===== src/rtl/fifo_pkg.sv =====
// Shared definitions for the flagged synchronous FIFO family.
package fifo_pkg;

    // Read-mode selector; its numeric value can drive the FWFT parameter.
    typedef enum logic {
        STD  = 1'b0,
        FWFT = 1'b1
    } fifo_mode_e;

    // Width of an occupancy counter able to hold 0..depth.
    function automatic int cnt_w(input int depth);
        return $clog2(depth) + 1;
    endfunction

    // Parameter legality: power-of-two depth, thresholds inside the usable range.
    function automatic bit params_ok(input int dw, input int depth,
                                     input int af, input int ae);
        return (dw >= 1) && (depth >= 2) && ((depth & (depth - 1)) == 0) &&
               (af >= 1) && (af <= depth) && (ae >= 0) && (ae <= depth - 1);
    endfunction

endpackage


===== src/rtl/fifo_mem.sv =====
// FIFO storage: flop array, synchronous write, combinational read, no reset.
module fifo_mem #(
    parameter int DATA_WIDTH = 8,
    parameter int DEPTH      = 8,
    parameter int AW         = $clog2(DEPTH)
) (
    input  logic                  clk,
    input  logic                  we,
    input  logic [AW-1:0]         waddr,
    input  logic [DATA_WIDTH-1:0] wdata,
    input  logic [AW-1:0]         raddr,
    output logic [DATA_WIDTH-1:0] rdata
);

    logic [DEPTH-1:0][DATA_WIDTH-1:0] mem;

    // Storage write; contents are meaningless until written, so no reset.
    always_ff @(posedge clk) begin
        if (we) mem[waddr] <= wdata;
    end

    assign rdata = mem[raddr];

endmodule


===== src/rtl/sync_fifo_flags.sv =====
// Parametrised synchronous FIFO with registered flags, occupancy count,
// sticky overflow/underflow, synchronous flush and optional FWFT read mode.
module sync_fifo_flags #(
    parameter int DATA_WIDTH = 8,
    parameter int DEPTH      = 8,
    parameter int AF_THRESH  = DEPTH - 2,
    parameter int AE_THRESH  = 2,
    parameter int FWFT       = 0,
    localparam int CW        = fifo_pkg::cnt_w(DEPTH)
) (
    input  logic                  clk,
    input  logic                  rst,
    input  logic                  flush,
    input  logic                  wr_en,
    input  logic                  rd_en,
    input  logic [DATA_WIDTH-1:0] data_in,
    output logic [DATA_WIDTH-1:0] data_out,
    output logic                  full,
    output logic                  empty,
    output logic                  almost_full,
    output logic                  almost_empty,
    output logic [CW-1:0]         count,
    output logic                  overflow,
    output logic                  underflow
);
    import fifo_pkg::*;

    localparam int          AW      = $clog2(DEPTH);
    localparam logic [CW-1:0] FULL_C = CW'(DEPTH);
    localparam logic [CW-1:0] AF_C   = CW'(AF_THRESH);
    localparam logic [CW-1:0] AE_C   = CW'(AE_THRESH);

    if (!params_ok(DATA_WIDTH, DEPTH, AF_THRESH, AE_THRESH)) begin : g_param_err
        $error("sync_fifo_flags: illegal DATA_WIDTH/DEPTH/threshold parameters");
    end

    logic [AW-1:0]         wr_ptr, rd_ptr;
    logic [CW-1:0]         cnt_nxt;
    logic                  wr_acc, rd_acc;
    logic [DATA_WIDTH-1:0] mem_rd;

    // A full FIFO still takes a write when a pop frees a slot the same cycle;
    // an empty FIFO never bypasses, so a read alongside the first write is rejected.
    assign rd_acc = rd_en & ~empty;
    assign wr_acc = wr_en & (~full | rd_en);

    // Next occupancy; flags are registered from this so they line up with count.
    always_comb begin
        cnt_nxt = count;
        case ({wr_acc, rd_acc})
            2'b10:   cnt_nxt = count + CW'(1);
            2'b01:   cnt_nxt = count - CW'(1);
            default: cnt_nxt = count;
        endcase
    end

    // Pointers, count, level flags and sticky errors; flush outranks traffic.
    always_ff @(posedge clk or posedge rst) begin
        if (rst) begin
            wr_ptr       <= '0;
            rd_ptr       <= '0;
            count        <= '0;
            empty        <= 1'b1;
            full         <= 1'b0;
            almost_empty <= 1'b1;
            almost_full  <= 1'b0;
            overflow     <= 1'b0;
            underflow    <= 1'b0;
        end else if (flush) begin
            wr_ptr       <= '0;
            rd_ptr       <= '0;
            count        <= '0;
            empty        <= 1'b1;
            full         <= 1'b0;
            almost_empty <= 1'b1;
            almost_full  <= 1'b0;
            overflow     <= 1'b0;
            underflow    <= 1'b0;
        end else begin
            if (wr_acc) wr_ptr <= wr_ptr + AW'(1);
            if (rd_acc) rd_ptr <= rd_ptr + AW'(1);
            count        <= cnt_nxt;
            empty        <= (cnt_nxt == '0);
            full         <= (cnt_nxt == FULL_C);
            almost_empty <= (cnt_nxt <= AE_C);
            almost_full  <= (cnt_nxt >= AF_C);
            overflow     <= overflow  | (wr_en & ~wr_acc);
            underflow    <= underflow | (rd_en & ~rd_acc);
        end
    end

    fifo_mem #(
        .DATA_WIDTH (DATA_WIDTH),
        .DEPTH      (DEPTH),
        .AW         (AW)
    ) u_mem (
        .clk   (clk),
        .we    (wr_acc & ~flush),
        .waddr (wr_ptr),
        .wdata (data_in),
        .raddr (rd_ptr),
        .rdata (mem_rd)
    );

    if (FWFT != 0) begin : g_fwft
        // Head word is presented directly; forced to zero while empty so the
        // output is clean out of reset even though storage is not reset.
        assign data_out = empty ? '0 : mem_rd;
    end else begin : g_std
        logic [DATA_WIDTH-1:0] dout_q;

        // Standard mode: head word captured on an accepted pop, held otherwise.
        always_ff @(posedge clk or posedge rst) begin
            if (rst)                 dout_q <= '0;
            else if (!flush && rd_acc) dout_q <= mem_rd;
        end

        assign data_out = dout_q;
    end

endmodule


===== config.mk =====
export PLATFORM = sky130hd
export DESIGN_NAME = sync_fifo_flags
export DESIGN_NICKNAME = d
export VERILOG_FILES = /design/src/rtl/fifo_pkg.sv /design/src/rtl/fifo_mem.sv /design/src/rtl/sync_fifo_flags.sv
export SDC_FILE = /design/constraint.sdc
export NUM_CORES = 1
export LEC_CHECK = 0
export BUFFER_PORTS_ARGS = -buffer_cell sky130_fd_sc_hd__buf_2
export CAP_MARGIN = 20
export CORE_MARGIN = 5
export CORE_UTILIZATION = 63
export CTS_CLUSTER_DIAMETER = 60
export DETAILED_ROUTE_END_ITERATION = 8
export HOLD_SLACK_MARGIN = 0.08
export PLACE_DENSITY = 0.81
export REMOVE_ABC_BUFFERS = 1
export SYNTH_ARGS = -nofsm -noshare
export SYNTH_HDL_FRONTEND = slang
export SYNTH_SLANG_ARGS = --single-unit

===== constraint.sdc =====
create_clock -name clk -period 3.3 [get_ports clk]
set_clock_uncertainty 0.05 [all_clocks]
set_input_delay 0.66 -clock clk [delete_from_list [all_inputs] [get_ports clk]]
set_output_delay 0.66 -clock clk [all_outputs]
set_load 0.01 [all_outputs]

==> impl_metrics.json, run 1 <==
{
  "outcome": "completed",
  "path_cells": "buf_2 > inv_1 > nand2_1 > nand2_1 > ha_1 > nor2b_1 > and4b_1 > nor4b_4 > xnor2_1 > a221oi_2",
  "drc_errors": 0,
  "place.gp.congestion": 0.808,
  "leakagePower_nw": 1.52,
  "crit_top_cell": "nand2_1",
  "postRouteAntennaNets": 0,
  "numCtsBuffers": 9,
  "dpl.hpwl_um": 4220,
  "cts_tree": "done",
  "rsz0062_at_grt": "no",
  "cp-startpoint": "rd_en",
  "worst_path_dominant_cell_family": "simple AND/OR/NAND/NOR gates",
  "drt_first_iter_violations": 148,
  "post_cts_buffers": 0,
  "antenna_found_initial": 0,
  "setup_tns_ns": 0,
  "die_area_um2": 7300,
  "syn_area_per_cell_um2": 17.0,
  "hold_path_class": "in2async",
  "place_area_um2": 3880,
  "finalSetupViolCount": 0,
  "die_y_um": 85.4,
  "cts.sinks": 88,
  "relSlewSlack_pct": 50.9,
  "irDropWorstVdd_v": 0.000430,
  "vias": 1924,
  "p_sw_uw": 653,
  "tightest_slew_ns": 0.737,
  "ctsResizeCount": 0,
  "fillCellCount": 329,
  "clkPwrFrac_pct": 31.3,
  "routed_wl_um": 6350,
  "hold_viol_final": 0,
  "port_buffers": 30,
  "stdcell_count": 333,
  "path_max_fanout": 10,
  "cap_violations": 0,
  "internal-power_mw": 1.91,
  "hold_ws_ns": 0.165,
  "clock_latency_ns": 0.36,
  "cp-end-kind": "flip-flop",
  "pin_count": 31,
  "grt_overflow": 0,
  "grt_usage_pct": 19.4,
  "root_buffer": "clkbuf_8",
  "dp.cells": 316,
  "critPathBufInv": 2,
  "fin_area_um2": 4130,
  "worstPathArrival_ns": 2.68,
  "sw_frac_of_total_pct": 25.5,
  "start_kind": "input port",
  "rows": 27,
  "grt_pass1_wl_um": 10300,
  "clk_pin_slew_ns": 0.08,
  "initial_core_util_pct": 65.1,
  "grt_max_degree": 25,
  "syn_inst": 211,
  "worstReg2RegStart": "empty$_DFF_PP1_",
  "slowest_delay_ns": 0.51,
  "h-tree-depth": 3,
  "grt_pass1_vias": 1954,
  "drv_slew": 0,
  "syn2layout_area_growth_pct": 15.1,
  "fp.dieW_um": 85.4,
  "ys_seq_elements": 88,
  "num_antenna_cells": 0,
  "min_period_ns": 2.46,
  "coreArea_um2": 5510,
  "syn_area_um2": 3590,
  "pwr-share-comb_pct": 16.2,
  "postCtsHoldBufs": 0,
  "seqPwrFrac_pct": 52.5,
  "yosysSeqAreaShare_pct": 70.4,
  "required_ns": 3.51,
  "final_nets": 273,
  "wl_per_cell_um": 19.1,
  "yosysWarnings": 0,
  "cts.path.max_buffers": 2,
  "slowest_stage": "ha_1",
  "powerDensity_nw_per_um2": 620,
  "fmax_mhz": 406,
  "detail_route.first_pass.iterations": 5,
  "drive_gt1_share_pct": 31.8,
  "routed_via_density": 5.78,
  "fin_crit_sh_pct": 74.7,
  "synth_cell_types": 34,
  "path_class": "in2reg"
}
-- through the flow --
step	worst slack, ns	power, mW	utilization (%)
after global placement	0.626	1.77	70.5
after global routing	0.653	2.69	74.9
final	0.836	2.56	74.9
after detailed placement	0.539	1.78	70.5
after floorplan	0.865	1.63	-
after CTS	0.872	2.57	74.4
-- synthesized netlist by cell type --
| cell | number | area, um2 |
|---|---|---|
| a22o_2 | 1 | 10.0 |
| nor4bb_2 | 1 | 16.3 |
| mux2i_1 | 11 | 110 |
| nor3b_4 | 1 | 18.8 |
| nand3_1 | 2 | 10.0 |
| or3_1 | 2 | 12.5 |
| nand4_1 | 1 | 6.26 |
| edfxtp_1 | 64 | 1920 |
| mux2_2 | 1 | 11.3 |
| a21oi_2 | 1 | 8.76 |
| xnor2_1 | 2 | 17.5 |
| o21ai_0 | 3 | 15.0 |
| nor2b_1 | 3 | 18.8 |
| dfrtp_1 | 22 | 551 |
| nor4_1 | 1 | 6.26 |
| dfstp_2 | 2 | 52.6 |
| inv_1 | 3 | 11.3 |
| nor4b_4 | 1 | 23.8 |
| a31oi_1 | 1 | 6.26 |
| xor2_1 | 6 | 52.6 |
| nand2b_1 | 3 | 18.8 |
| buf_2 | 3 | 15.0 |
| a221oi_2 | 1 | 15.0 |
| ha_1 | 4 | 50.1 |
| o21ai_1 | 1 | 5.00 |
| mux4_2 | 16 | 360 |
| nand2_1 | 6 | 22.5 |
| nor2_1 | 24 | 90.1 |
| and4bb_1 | 1 | 12.5 |
| nor3b_1 | 1 | 7.51 |
| clkbuf_1 | 5 | 18.8 |
| a21oi_1 | 11 | 55.1 |
| and4b_1 | 1 | 10.0 |
| nor3_1 | 5 | 25.0 |
-- path summary, 6_finish.rpt --
| kind | to | slack, ns | cells after the start |
|---|---|---|---|
| hold / removal | data_out[7]$_DFFE_PP0P_ | 0.16 | 2 |
| hold reg to reg | underflow$_DFF_PP0_ | 0.47 | 2 |
| max in group asynchronous | empty$_DFF_PP1_ | 2.57 | 3 |
| setup reg to reg | almost_empty$_DFF_PP1_ | 0.84 | 7 |
| setup / recovery | almost_empty$_DFF_PP1_ | 0.84 | 10 |
| min in group clk | underflow$_DFF_PP0_ | 0.47 | 2 |
-- layout by cell type, fill, tap and decap left out, types with 4 or more instances in the layout --
cell type and n:
a21oi_1 11, mux2i_1 11, dfrtp_1 22, clkbuf_8 9, nor2_1 24, buf_2 30, nor3_1 4, mux4_2 16
buf_4 11, ha_1 4, edfxtp_1 64, nand2_1 6, xor2_1 6
-- metal layers --
metal / GRT usage [%] / vias to the layer above / part of all wire [%]
met5: 0 / - / 0
met4: 8.92 / 0 / 1.8
met3: 4.17 / 11 / 5.6
met2: 31.4 / 49 / 50
met1: 25.4 / 960 / 42
li1: - / 904 / -
-- worst reg2reg max path: cells and delay by family (launching register included) --
kind / cells / cell delay [ns]
AO/OA/AOI/OAI: 1 / 0.26
XOR/XNOR: 1 / 0.18
adder cells (fa/ha/maj): 1 / 0.51
flip-flops: 1 / 0.62
AND/OR/NAND/NOR: 4 / 0.77
-- sequential cells by signal, indices dropped and copies added, names as in the netlist --
signal        flops
almost_empty      1
almost_full       1
count             4
data_out          8
empty             1
full              1
overflow          1
rd_ptr            3
u_mem.mem        64
underflow         1
wr_ptr            3
-- cell families after synthesis --
kind of cell | share of synthesized area (%)
AOI/OAI and AO/OA | 3.21
xor gates and xnor gates | 1.95
adders and majority gates | 1.40
buffers and inverters | 1.26
DFF | 70.4
muxes | 13.4
and+or+nand+nor | 8.34
-- power groups by stage --
stage / sequential (mW) / combinational, mW / clock (mW)
5_1_grt: 1.36 / 0.457 / 0.871
2_1_floorplan: 1.41 / 0.221 / 0
3_3_place_gp: 1.36 / 0.404 / 0
6_report: 1.34 / 0.415 / 0.800
4_1_cts: 1.35 / 0.417 / 0.812
3_5_place_dp: 1.37 / 0.415 / 0
-- layout make-up --
cell class | count | area (um2) | area share [%]
Inverter | 3 | 11.3 | 0.273
Clock inverter | 6 | 91.3 | 2.21
Sequential cell | 88 | 2520 | 61.2
Tap cell | 72 | 90.1 | 2.18
Clock buffer | 10 | 128 | 3.09
Multi-Input combinational cell | 112 | 1020 | 24.7
Timing Repair Buffer | 42 | 260 | 6.31
(Power assumes the default switching activity.)
==> run 2, diff against run 1 <==
--- a/config.mk
+++ b/config.mk
@@ -8,11 +8,11 @@
 export BUFFER_PORTS_ARGS = -buffer_cell sky130_fd_sc_hd__buf_2
 export CAP_MARGIN = 20
 export CORE_MARGIN = 5
-export CORE_UTILIZATION = 63
+export CORE_UTILIZATION = 53
 export CTS_CLUSTER_DIAMETER = 60
 export DETAILED_ROUTE_END_ITERATION = 8
 export HOLD_SLACK_MARGIN = 0.08
-export PLACE_DENSITY = 0.81
+export PLACE_DENSITY = 0.72
 export REMOVE_ABC_BUFFERS = 1
 export SYNTH_ARGS = -nofsm -noshare
 export SYNTH_HDL_FRONTEND = slang
==> constraint.sdc (replaced) <==
create_clock -name clk -period 2.17 [get_ports clk]
set_clock_uncertainty 0.05 [all_clocks]
set_input_delay 0.434 -clock clk [delete_from_list [all_inputs] [get_ports clk]]
set_output_delay 0.434 -clock clk [all_outputs]
set_load 0.01 [all_outputs]
==> impl_metrics.json, run 2 (same netlist as run 1, synthesis figures left out) <==
{
  "drc_errors": 0,
  "grt_usage_pct": 17.0,
  "globalRoute.busiestLayer": "met2",
  "place_ws_ns": -0.0860,
  "hold_path_depth": 2,
  "fin_crit_sh_pct": 97.5,
  "routed_wl_um": 6610,
  "cap_violations": 0,
  "postLayoutCoreUtil_pct": 64.5,
  "most-common-layout-cells": "64 x edfxtp_1, 30 x buf_2, 24 x nor2_1, 24 x buf_4, 22 x dfrtp_1",
  "routed_via_density": 5.55,
  "final_nets": 288,
  "use_met3_pct": 3.28,
  "drive_gt1_share_pct": 38.0,
  "syn2layout_area_growth_pct": 20.1,
  "cts.sinks": 88,
  "rsz0062_at_grt": "yes",
  "h-tree-depth": 3,
  "detail_route.first_pass.iterations": 4,
  "worstPathArrival_ns": 2.36,
  "path_cells": "buf_6 > nor3b_4 > xor2_1 > ha_2 > a21oi_2 > xor2_2 > or3_1 > a21oi_2 > a22o_2",
  "rr_worst_depth": 9,
  "final_common_cell": "edfxtp_1",
  "outcome": "completed",
  "cts_tree": "done",
  "dpl.hpwl_um": 4460,
  "start_kind": "flip-flop",
  "antenna_found_initial": 0,
  "wl_per_cell_um": 18.6,
  "cp-startpoint": "empty$_DFF_PP1_",
  "cp.depth": 9,
  "hold_viol_final": 0,
  "required_ns": 2.41,
  "clk_pin_slew_ns": 0.09,
  "path_class": "reg2reg",
  "r2r-end": "almost_full$_DFF_PP0_",
  "fmax_mhz": 473,
  "use_met1_pct": 22.1,
  "die_y_um": 92.3,
  "hold_path_class": "in2reg",
  "die_area_um2": 8510,
  "irDropWorstVdd_v": 0.000815,
  "coreArea_um2": 6680,
  "path_max_fanout": 3,
  "powerDensity_nw_per_um2": 941,
  "leakagePower_nw": 1.61,
  "grt_util_met2_pct": 27.6,
  "cp-end-kind": "flip-flop",
  "numCtsBuffers": 9,
  "place.gp.congestion": 0.809,
  "finalSetupViolCount": 0,
  "worstReg2RegStart": "empty$_DFF_PP1_",
  "endpoint": "almost_full$_DFF_PP0_",
  "grt_pass1_wl_um": 10600,
  "relSlewSlack_pct": 61.0,
  "largest_reg_flops": 64,
  "pin_count": 31,
  "num_antenna_cells": 0,
  "setup_ws_ns": 0.0546,
  "setup_tns_ns": 0,
  "grt_max_degree": 25,
  "clock_latency_ns": 0.35,
  "fillCellCount": 487,
  "fp.dieW_um": 92.3,
  "initial_core_util_pct": 53.7,
  "crit_top_cell": "a21oi_2",
  "drt_first_iter_violations": 86,
  "worst_path_dominant_cell_family": "simple AND/OR/NAND/NOR gates",
  "cts.path.max_buffers": 2,
  "critPathBufInv": 1,
  "top_register": "u_mem.mem",
  "r2r_slack_ns": 0.05,
  "slowest_stage": "dfstp_2",
  "root_buffer": "clkbuf_8",
  "grt_overflow": 0,
  "hold_ws_ns": 0.268,
  "min_period_ns": 2.12,
  "grt_pass1_vias": 1999,
  "port_buffers": 30,
  "drv_slew": 0,
  "tightest_slew_ns": 0.585,
  "slowest_delay_ns": 0.39,
  "vias": 1976,
  "rows": 30,
  "postRouteAntennaNets": 0
}
[run 2: cell count changes in the layout (fill, tap and decap cells not counted), sizes merged]
cell	change
clkinv	-2
inv	+2
buf	+14
dlygate4sd3	+1
[run 2: timing repair]
item / 4_1_cts / 5_1_grt
buffers inserted: 2 / 0
hold buffers: 1 / 0
hold endpoints to repair: 22 / 0
pin swaps: 2 / 7
endpoints found under the setup margin: 2 / 5
gates resized for setup: 1 / 9
[run 2: final cells by class]
| class | instances | area (um2) | share of cell area, % |
|---|---|---|---|
| Timing Repair Buffer | 57 | 372 | 8.63 |
| Multi-Input combinational cell | 112 | 1060 | 24.7 |
| Inverter | 3 | 11.3 | 0.261 |
| Sequential cell | 88 | 2520 | 58.6 |
| Clock inverter | 6 | 97.6 | 2.27 |
| Clock buffer | 10 | 138 | 3.20 |
| Tap cell | 80 | 100 | 2.32 |
[run 2: how the worst min path moves through the flow]
stage / start / end
2_1_floorplan: rst / almost_full$_DFF_PP0_
3_3_place_gp: underflow$_DFF_PP0_ / underflow$_DFF_PP0_
3_5_place_dp: overflow$_DFF_PP0_ / overflow$_DFF_PP0_
4_1_cts: flush / rd_ptr[0]$_DFFE_PP0P_
5_1_grt: flush / rd_ptr[0]$_DFFE_PP0P_
6_report: flush / rd_ptr[0]$_DFFE_PP0P_
[run 2: per-layer routing]
layer,vias to the layer above,wire length [um]
met3,9,186
met1,1007,2900
li1,927,-
met2,33,3410
met5,-,0
met4,0,98
[run 2: metrics by stage]
stage / cell area, um2 / total power, mW / std cells
floorplan: 3550 / 2.47 / 203
detailed placement: 4000 / 2.76 / 337
CTS: 4270 / 4.07 / 356
global placement: 4000 / 2.74 / 337
finish: 4310 / 4.05 / 356
global route: 4310 / 4.26 / 356
[run 2: power by group]
group	leakage, nW	switching, mW	internal [mW]	total [mW]
Clock	0.119	0.593	0.698	1.29
Combinational	0.615	0.372	0.365	0.738
Sequential	0.876	0.0814	1.94	2.02
==> run 3, diff against run 2 <==
--- a/config.mk
+++ b/config.mk
@@ -8,11 +8,11 @@
 export BUFFER_PORTS_ARGS = -buffer_cell sky130_fd_sc_hd__buf_2
 export CAP_MARGIN = 20
 export CORE_MARGIN = 5
-export CORE_UTILIZATION = 53
+export CORE_UTILIZATION = 63
 export CTS_CLUSTER_DIAMETER = 60
 export DETAILED_ROUTE_END_ITERATION = 8
 export HOLD_SLACK_MARGIN = 0.08
-export PLACE_DENSITY = 0.72
+export PLACE_DENSITY = 0.81
 export REMOVE_ABC_BUFFERS = 1
 export SYNTH_ARGS = -nofsm -noshare
 export SYNTH_HDL_FRONTEND = slang
==> constraint.sdc (replaced) <==
create_clock -name clk -period 2.5 [get_ports clk]
set_clock_uncertainty 0.05 [all_clocks]
set_input_delay 0.5 -clock clk [delete_from_list [all_inputs] [get_ports clk]]
set_output_delay 0.5 -clock clk [all_outputs]
set_load 0.01 [all_outputs]
==> impl_metrics.json, run 3 (same netlist as run 1, synthesis figures left out) <==
{
  "worstPathArrival_ns": 2.53,
  "drv_slew": 0,
  "postRouteAntennaNets": 0,
  "outcome": "completed",
  "sw_frac_of_total_pct": 26.9,
  "ctsResizeCount": 0,
  "min_period_ns": 2.34,
  "fmax_mhz": 427,
  "port_buffers": 30,
  "r2r_slack_ns": 0.16,
  "clk_pin_slew_ns": 0.09,
  "cts.sinks": 88,
  "top_register": "u_mem.mem",
  "cap_violations": 0,
  "largest_reg_flops": 64,
  "postLayoutCoreUtil_pct": 75.6,
  "grt_overflow": 0,
  "root_buffer": "clkbuf_8",
  "drc_errors": 0,
  "setup_tns_ns": 0,
  "detail_route.first_pass.iterations": 4,
  "rsz0062_at_grt": "no",
  "vias": 1966,
  "rr_worst_depth": 7,
  "start_kind": "flip-flop",
  "grt_usage_pct": 19.8,
  "powerDensity_nw_per_um2": 802,
  "most-common-layout-cells": "64 x edfxtp_1, 30 x buf_2, 24 x nor2_1",
  "fp.dieW_um": 85.4,
  "pwr-share-comb_pct": 17.0,
  "required_ns": 2.69,
  "h-tree-depth": 3,
  "drt_first_iter_violations": 97,
  "path_max_fanout": 10,
  "routed_via_density": 5.77,
  "coreArea_um2": 5510,
  "cts.path.max_buffers": 2,
  "cp-end-kind": "flip-flop",
  "drive_gt1_share_pct": 33.8,
  "cts_tree": "done",
  "numCtsBuffers": 9,
  "fin_area_um2": 4160,
  "fin_crit_sh_pct": 93.6,
  "grt_max_degree": 25,
  "final_nets": 281,
  "pin_count": 31,
  "clkPwrFrac_pct": 29.8,
  "internal-power_mw": 2.44,
  "post_cts_buffers": 0,
  "tightest_slew_ns": 0.762,
  "die_area_um2": 7300,
  "irDropWorstVdd_v": 0.000515,
  "routed_wl_um": 6480,
  "syn2layout_area_growth_pct": 16.1,
  "p_sw_uw": 900,
  "wl_per_cell_um": 19.0,
  "worstReg2RegStart": "empty$_DFF_PP1_",
  "initial_core_util_pct": 65.1,
  "leakagePower_nw": 1.55,
  "die_y_um": 85.4,
  "final_common_cell": "edfxtp_1",
  "grt_pass1_vias": 2026,
  "dpl.hpwl_um": 4270,
  "cp-startpoint": "empty$_DFF_PP1_",
  "rows": 27,
  "hold_viol_final": 0,
  "grt_pass1_wl_um": 10400,
  "postCtsHoldBufs": 0,
  "finalSetupViolCount": 0,
  "place.gp.congestion": 0.809,
  "power_mw": 3.34,
  "place_area_um2": 3960,
  "antenna_found_initial": 0,
  "hold_path_class": "in2async",
  "num_antenna_cells": 0,
  "relSlewSlack_pct": 49.2,
  "clock_latency_ns": 0.36,
  "seqPwrFrac_pct": 53.1,
  "r2r-end": "almost_full$_DFF_PP0_",
  "path_class": "reg2reg"
}
[run 3: cell count changes in the layout (fill, tap and decap cells not counted), sizes merged]
cell / delta
clkinv: +3
clkbuf: -1
dlygate4sd3: -1
inv: -1
bufinv: -1
buf: -6
[run 3: area by class of cell]
cell class	count	area, um2
Sequential cell	88	2520
Fill cell	323	1340
Multi-Input combinational cell	112	1020
Timing Repair Buffer	50	313
Clock buffer	9	124
Tap cell	72	90.1
Clock inverter	7	80.1
Inverter	3	11.3
[run 3: layer usage]
metal  part of all wire [%]  GRT usage, %  wire [um]
met4                   0.74          6.91         48
met1                     40          24.8       2580
met5                      0             0          0
met3                    6.1          7.18        394
met2                     53          32.1       3460
[run 3: worst max path at each step]
stage                        endpoint  slack (ns)
6_report        almost_full$_DFF_PP0_        0.16
5_1_grt        almost_empty$_DFF_PP1_        0.01
4_1_cts         almost_full$_DFF_PP0_        0.18
3_5_place_dp    almost_full$_DFF_PP0_        0.03
3_3_place_gp    almost_full$_DFF_PP0_        0.13
2_1_floorplan   almost_full$_DFF_PP0_        0.22
[run 3: critical path: stages (launching register included)]
cell and delay, ns:
dfstp_2 0.62, nor2_1 0.09, ha_1 0.47, nor2b_1 0.11, and4b_1 0.22, nor4b_4 0.28, xnor2_1 0.16, a22o_2 0.22
[run 3: power groups by stage]
| stage | combinational (mW) | clock [mW] | sequential, mW |
|---|---|---|---|
| floorplan | 0.291 | 0 | 1.85 |
| global placement | 0.557 | 0 | 1.80 |
| detailed placement | 0.573 | 0 | 1.81 |
| CTS | 0.576 | 1.01 | 1.78 |
| global route | 0.623 | 1.09 | 1.79 |
| finish | 0.569 | 0.996 | 1.78 |
[run 3: metrics by stage]
step	hold slack, ns	cells	worst slack, ns
global route	0.138	341	0.0100
detailed placement	0.436	325	0.0293
global placement	0.423	325	0.130
floorplan	0.463	203	0.225
CTS	0.131	341	0.179
finish	0.132	341	0.160
